==> config.mk <==
export PLATFORM = sky130hd
export DESIGN_NAME = ahb_lite_rif_bridge
export DESIGN_NICKNAME = d
export VERILOG_FILES = /design/src/rtl/ahb_lite_rif_bridge.sv
export SDC_FILE = /design/constraint.sdc
export NUM_CORES = 1
export LEC_CHECK = 0
export ABC_AREA = 1
export ABC_CLOCK_PERIOD_IN_PS = 1400
export CORE_UTILIZATION = 33
export CTS_CLUSTER_SIZE = 25
export DETAILED_ROUTE_END_ITERATION = 12
export HOLD_SLACK_MARGIN = 0.02
export PLACE_DENSITY = 0.75
export SYNTH_ARGS = -nofsm -noshare
export SYNTH_HDL_FRONTEND = slang
export SYNTH_SLANG_ARGS = --single-unit
==> constraint.sdc <==
create_clock -name HCLK -period 1.4 [get_ports HCLK]
set_input_delay 0.28 -clock HCLK [delete_from_list [all_inputs] [get_ports HCLK]]
set_output_delay 0.28 -clock HCLK [all_outputs]
set_load 0.05 [all_outputs]
==> src/rtl/ahb_lite_rif_bridge.sv <==
// AHB-Lite slave to register-interface bridge with wait-state handshake, byte strobes and ERROR response.
// Optional RIF wait timeout is compiled in with AHB_RIF_TIMEOUT_EN.
//
// state | meaning
// IDLE  | no transfer in data phase, HREADYOUT=1
// RD    | read request to RIF; after RIF completion, registered data is returned
// WR    | write request to RIF, completes in the same cycle as rif_ready
// ERR1  | first ERROR cycle, HREADYOUT=0
// ERR2  | second ERROR cycle, HREADYOUT=1, may accept a new address phase
module ahb_lite_rif_bridge #(
   parameter int ADDR_WIDTH     = 12,
   parameter int DATA_WIDTH     = 32,
   parameter int SEC_TRANS      = 0,
   parameter int TIMEOUT_CYCLES = 255,
   parameter int BYTE_COUNT     = DATA_WIDTH / 8
) (
   input  logic                  HCLK,
   input  logic                  HRESETn,
   input  logic [ADDR_WIDTH-1:0] HADDR,
   input  logic                  HSEL,
   input  logic                  HNONSEC,
   input  logic [2:0]            HSIZE,
   input  logic [1:0]            HTRANS,
   input  logic                  HWRITE,
   input  logic [DATA_WIDTH-1:0] HWDATA,
   output logic [DATA_WIDTH-1:0] HRDATA,
   output logic                  HRESP,
   input  logic                  HREADYIN,
   output logic                  HREADYOUT,
   output logic [ADDR_WIDTH-1:0] rif_addr,
   output logic                  rif_wr_req,
   output logic                  rif_rd_req,
   output logic [BYTE_COUNT-1:0] rif_wstrb,
   output logic [DATA_WIDTH-1:0] rif_wdata,
   input  logic [DATA_WIDTH-1:0] rif_rdata,
   input  logic                  rif_ready,
   input  logic                  rif_addr_valid
);

   localparam int LANE_BITS = $clog2(BYTE_COUNT);

   if (!(DATA_WIDTH == 8 || DATA_WIDTH == 16 || DATA_WIDTH == 32 || DATA_WIDTH == 64 ||
         DATA_WIDTH == 128 || DATA_WIDTH == 256 || DATA_WIDTH == 512 || DATA_WIDTH == 1024)) begin : g_bad_width
      $fatal(1, "ahb_lite_rif_bridge: illegal DATA_WIDTH %0d", DATA_WIDTH);
   end
   if (BYTE_COUNT != DATA_WIDTH / 8) begin : g_bad_lanes
      $fatal(1, "ahb_lite_rif_bridge: BYTE_COUNT must equal DATA_WIDTH/8");
   end
   if (TIMEOUT_CYCLES < 1) begin : g_bad_timeout
      $fatal(1, "ahb_lite_rif_bridge: TIMEOUT_CYCLES must be >= 1");
   end

   typedef enum logic [2:0] {
      ST_IDLE,
      ST_RD,
      ST_WR,
      ST_ERR1,
      ST_ERR2
   } state_t;

   state_t                  state_q, state_d, accept_state;
   logic                    rd_done_q, rd_done_d;
   logic [ADDR_WIDTH-1:0]   addr_q, addr_d;
   logic [BYTE_COUNT-1:0]   wstrb_q, wstrb_d;
   logic [DATA_WIDTH-1:0]   hrdata_q, hrdata_d;

   logic                    hreadyout, hresp, rd_req, wr_req, accept;
   logic                    size_bad, misaligned, sec_bad, xfer_ok;
   logic [BYTE_COUNT-1:0]   new_strobe;
   logic [DATA_WIDTH-1:0]   rdata_masked;
   logic                    tmo_hit;

   function automatic logic [BYTE_COUNT-1:0] lane_strobe(input logic [ADDR_WIDTH-1:0] addr,
                                                         input logic [2:0] size);
      logic [BYTE_COUNT-1:0] s;
      int                    off;
      int                    nb;
      off = int'(addr & ADDR_WIDTH'(BYTE_COUNT - 1));
      nb  = 1 << size;
      s   = '0;
      for (int i = 0; i < BYTE_COUNT; i++) begin
         s[i] = (i >= off) && (i < off + nb);
      end
      return s;
   endfunction

   always_comb begin
      size_bad   = int'(HSIZE) > LANE_BITS;
      misaligned = 1'b0;
      for (int i = 0; i < 7; i++) begin
         if (i < ADDR_WIDTH && i < int'(HSIZE) && HADDR[i]) begin
            misaligned = 1'b1;
         end
      end
      sec_bad      = (SEC_TRANS != 0) && HNONSEC;
      xfer_ok      = !size_bad && !misaligned && !sec_bad;
      new_strobe   = lane_strobe(HADDR, HSIZE);
      accept_state = !xfer_ok ? ST_ERR1 : (HWRITE ? ST_WR : ST_RD);
   end

   always_comb begin
      for (int i = 0; i < BYTE_COUNT; i++) begin
         rdata_masked[i*8 +: 8] = wstrb_q[i] ? rif_rdata[i*8 +: 8] : 8'h00;
      end
   end

`ifdef AHB_RIF_TIMEOUT_EN
   localparam int TMO_BITS_RAW = $clog2(TIMEOUT_CYCLES + 1);
   localparam int TMO_BITS     = (TMO_BITS_RAW < 8) ? 8 : ((TMO_BITS_RAW > 32) ? 32 : TMO_BITS_RAW);

   logic [TMO_BITS-1:0] tmo_cnt_q, tmo_cnt_d;
   logic                rif_waiting;

   // Hit fires in the wait cycle that would bring the count to TIMEOUT_CYCLES.
   always_comb begin
      rif_waiting = ((state_q == ST_WR) || (state_q == ST_RD && !rd_done_q)) && !rif_ready;
      tmo_hit     = rif_waiting && (tmo_cnt_q == TMO_BITS'(TIMEOUT_CYCLES - 1));
      tmo_cnt_d   = (rif_waiting && !tmo_hit) ? tmo_cnt_q + 1'b1 : '0;
   end

   always_ff @(posedge HCLK or negedge HRESETn) begin
      if (!HRESETn) begin
         tmo_cnt_q <= '0;
      end else begin
         tmo_cnt_q <= tmo_cnt_d;
      end
   end
`else
   assign tmo_hit = 1'b0;
`endif

   always_comb begin
      state_d   = state_q;
      rd_done_d = 1'b0;
      addr_d    = addr_q;
      wstrb_d   = wstrb_q;
      hrdata_d  = hrdata_q;
      hreadyout = 1'b1;
      hresp     = 1'b0;
      rd_req    = 1'b0;
      wr_req    = 1'b0;

      case (state_q)
         ST_RD: begin
            hreadyout = rd_done_q;
            rd_req    = !rd_done_q;
         end
         ST_WR: begin
            hreadyout = rif_ready & rif_addr_valid;
            wr_req    = 1'b1;
         end
         ST_ERR1: begin
            hreadyout = 1'b0;
            hresp     = 1'b1;
         end
         ST_ERR2: begin
            hresp = 1'b1;
         end
         default: ;
      endcase

      accept = HSEL & HREADYIN & HTRANS[1] & hreadyout;

      case (state_q)
         ST_IDLE, ST_ERR2: begin
            state_d = accept ? accept_state : ST_IDLE;
         end
         ST_WR: begin
            if (rif_ready) begin
               if (rif_addr_valid) begin
                  state_d = accept ? accept_state : ST_IDLE;
               end else begin
                  state_d = ST_ERR1;
               end
            end else if (tmo_hit) begin
               state_d = ST_ERR1;
            end
         end
         ST_RD: begin
            if (rd_done_q) begin
               state_d = accept ? accept_state : ST_IDLE;
            end else if (rif_ready) begin
               if (rif_addr_valid) begin
                  rd_done_d = 1'b1;
                  hrdata_d  = rdata_masked;
               end else begin
                  state_d = ST_ERR1;
               end
            end else if (tmo_hit) begin
               state_d = ST_ERR1;
            end
         end
         ST_ERR1: begin
            state_d = ST_ERR2;
         end
         default: begin
            state_d = ST_IDLE;
         end
      endcase

      // Strobes only live while a request can be held; cleared otherwise.
      if (accept) begin
         addr_d  = HADDR;
         wstrb_d = xfer_ok ? new_strobe : '0;
      end else if (state_d != ST_RD && state_d != ST_WR) begin
         wstrb_d = '0;
      end
   end

   always_ff @(posedge HCLK or negedge HRESETn) begin
      if (!HRESETn) begin
         state_q   <= ST_IDLE;
         rd_done_q <= 1'b0;
         addr_q    <= '0;
         wstrb_q   <= '0;
         hrdata_q  <= '0;
      end else begin
         state_q   <= state_d;
         rd_done_q <= rd_done_d;
         addr_q    <= addr_d;
         wstrb_q   <= wstrb_d;
         hrdata_q  <= hrdata_d;
      end
   end

   assign HREADYOUT  = hreadyout;
   assign HRESP      = hresp;
   assign HRDATA     = hrdata_q;
   assign rif_addr   = addr_q;
   assign rif_wstrb  = wstrb_q;
   assign rif_rd_req = rd_req;
   assign rif_wr_req = wr_req;
   assign rif_wdata  = HWDATA;

endmodule

==> impl_metrics.yaml <==
detailed_routing:
  drt_pre_antenna_iters: 4
  drt_iter0_markers: 89
  ant_nets: 0
  routed_wl_mm: 7.568
  vias: 2413
  via_per_inst: 4.807
  drc_errors: 0
  routedWlPerCell_um: 15.08
pwr:
  ir_drop_uv: 1358
  power_leakage_nw: 2.249
  power_w: 0.006346
  powerDensity_mw_per_mm2: 1357
global_route:
  grt_usage_pct: 18.11
  grt_pass1_vias: 2449
  overflow: 0
  grt_pass1_wl_mm: 11.81
  grt_max_degree: 33
  antenna_found_initial: 0
worst_setup_path:
  cp_max_fo: 3
  crit_chain: "inv_2 > nand4_1 > nand3_4 > buf_6 > buf_12"
  cp-end-kind: "primary output"
  worstPathRequired_ns: 1.12
  cp_slowest_cell: "dfrtp_2"
  critPathKind: "reg2out"
  critPathLaunchType: "flip-flop"
  cp.arrival_ns: 1.38
  crit_buf_inv: 3
  crit_path_max_incr_delay_ns: 0.45
  crit_family: "flip-flops"
cts:
  clock_latency_ns: 0.30
  clockBufferDepth: 2
  cts.clk_slew.worst_paths_ns: 0.09
  cts_root_buffer: "clkbuf_8"
  cts_tree: "built"
  cts_buffers: 5
  h-tree-depth: 2
  cts_sinks: 52
sta:
  finalMaxSlewViolations: 0
  relSlewSlack_pct: 74.01
  holdWs_ns: 0.5102
  setup_viol: 53
  fin_skew_ns: 0.008145
  fmax_mhz: 603.4
  tns_ns: -8.318
  hold_viol: 0
  setup_ws_ns: -0.2573
  finalWorstPathRequiredPeriod_ns: 1.657
  tightest_slew_ns: 0.3898
  finalCritPeriodShare_pct: 118.4
  rsz0062_at_grt: "yes"
synth:
  ys_ff_latch: 52
  yosysSeqAreaShare_pct: 49.22
  synth.cell_area_mm2: 0.002644
  yosysUniqueCellTypes: 32
  yosys_warnings: 0
  syn_inst: 288
  syn-num-nets: 380
  synth_ff_type: "dfrtp_1"
  syn_avg_cell_area_um2: 9.180
  synth_edf_count: 0
  async_reset_ff_share_pct: 100.0
cells_and_area:
  final_cells: 502
  final_area_mm2: 0.004676
  antenna_cells: 0
  num-nets-final: 491
  mostFrequentLayoutCells: "56 x buf_12, 55 x nand2_1, 51 x dfrtp_1"
  drive_gt1_share_pct: 37.00
  final_common_cell: "buf_12"
  area_delta_synth_final_pct: 76.86
outcome:
  failed_checks: "setup timing"
  run_status: "complete, but fails checks"
die:
  core-area_mm2: 0.007727
  die_width_um: 91.51
  row_count: 32
  die-area_mm2: 0.008373
  die_h_um: 91.51
  start_util_pct: 34.21
  ios: 173
place:
  place_area_mm2: 0.004323
  hpwl_mm: 5.261
  port_buffers: 106
  placed_cells: 480
  place.gp.congestion: 0.7750
min_path:
  min_path_type: "in2reg"
run:
  maxCapViolCount: 0
==> path summary, 6_finish.rpt <==
check | start | endpoint | slack, ns | cells past startpoint
max | state_q[2] | HREADYOUT | -0.26 | 5
min | HSIZE[2] | rif_wstrb[0] | 0.51 | 6
max reg2reg | state_q[2] | rif_wstrb[2] | -0.21 | 11
min reg2reg | rif_addr[0] | rif_addr[0] | 0.58 | 2
max in group asynchronous | HRESETn | HRDATA[24] | 0.55 | 3
min in group asynchronous | HRESETn | HRDATA[5] | 0.52 | 3
==> cell type report <==
cell class / instances / area (um2)
multi-input cells: 175 / 1047
fillers: 632 / 3052
flip-flops and latches: 52 / 1303
clock buffers: 7 / 86.33
well taps: 102 / 127.6
inverters: 14 / 56.30
repair buffers: 151 / 2048
clock inverters: 1 / 7.507
==> stage by stage <==
stage / setup slack (ns) / util [%]
6_report: -0.2573 / 60.51
5_1_grt: -0.3359 / 60.51
4_1_cts: -0.2536 / 59.68
3_5_place_dp: -0.8484 / 55.94
3_3_place_gp: -0.7047 / 55.94
2_1_floorplan: -0.2365 / -
==> registers in the layout, indices dropped and copies added, names as in the netlist <==
signal	flops
HRDATA	32
rd_done_q	1
rif_wstrb	4
rif_addr	12
state_q	3
==> cell usage after synthesis (all sizes together), types with 2 or more instances <==
| cell | instances | share of area [%] |
|---|---|---|
| dfrtp | 52 | 49 |
| nor3 | 2 | 0.80 |
| nand4 | 2 | 0.47 |
| ha | 2 | 0.95 |
| nand3 | 44 | 8.7 |
| mux2 | 11 | 5.0 |
| clkbuf | 7 | 0.99 |
| o21ai | 36 | 7.0 |
| buf | 40 | 11 |
| a21oi | 3 | 0.57 |
| nor2 | 8 | 1.8 |
| inv | 13 | 1.8 |
| nand2 | 61 | 9.1 |
==> timing repair <==
action	4_1_cts	5_1_grt
cloned	3	1
buffers inserted	8	2
endpoints found under the hold margin	52	0
hold buffers	1	0
pin swaps	11	2
resized for setup	28	10
endpoints found under the setup margin	51	54
==> logic make-up (layout without fill, tap and decap cells) <==
kind of cell / Yosys count / after routing / share of synthesized area (%)
flip-flops: 52 / 52 / 49.22
multiplexers: 11 / 11 / 4.969
buffers and inverters: 61 / 173 / 14.34
AO/OA/AOI/OAI: 41 / 41 / 8.093
AND/OR/NAND/NOR: 120 / 120 / 21.68
adder cells (fa/ha/maj): 3 / 3 / 1.704
==> worst min-delay path, cell delays in order <==
cell and delay [ns]:
buf_2 0.09, buf_4 0.12, a21oi_1 0.05, nand2_2 0.09, o311ai_2 0.08, nand2_1 0.06
==> per-layer routing <==
layer / track usage [%] / wire length, um
met5: 0 / 0
met4: 4.894 / 97
met3: 4.188 / 425
met2: 33.15 / 3967
met1: 21.00 / 3077
==> power by group <==
group / total, W / leakage, nW / internal, W / switching [W]
Clock: 0.000878 / 0.0445 / 0.000403 / 0.000476
Combinational: 0.00346 / 1.51 / 0.00173 / 0.00173
Sequential: 0.00201 / 0.698 / 0.00174 / 0.000270
Total: 0.00635 / 2.25 / 0.00387 / 0.00247
No activity file was read; power rests on OpenSTA's default activity.
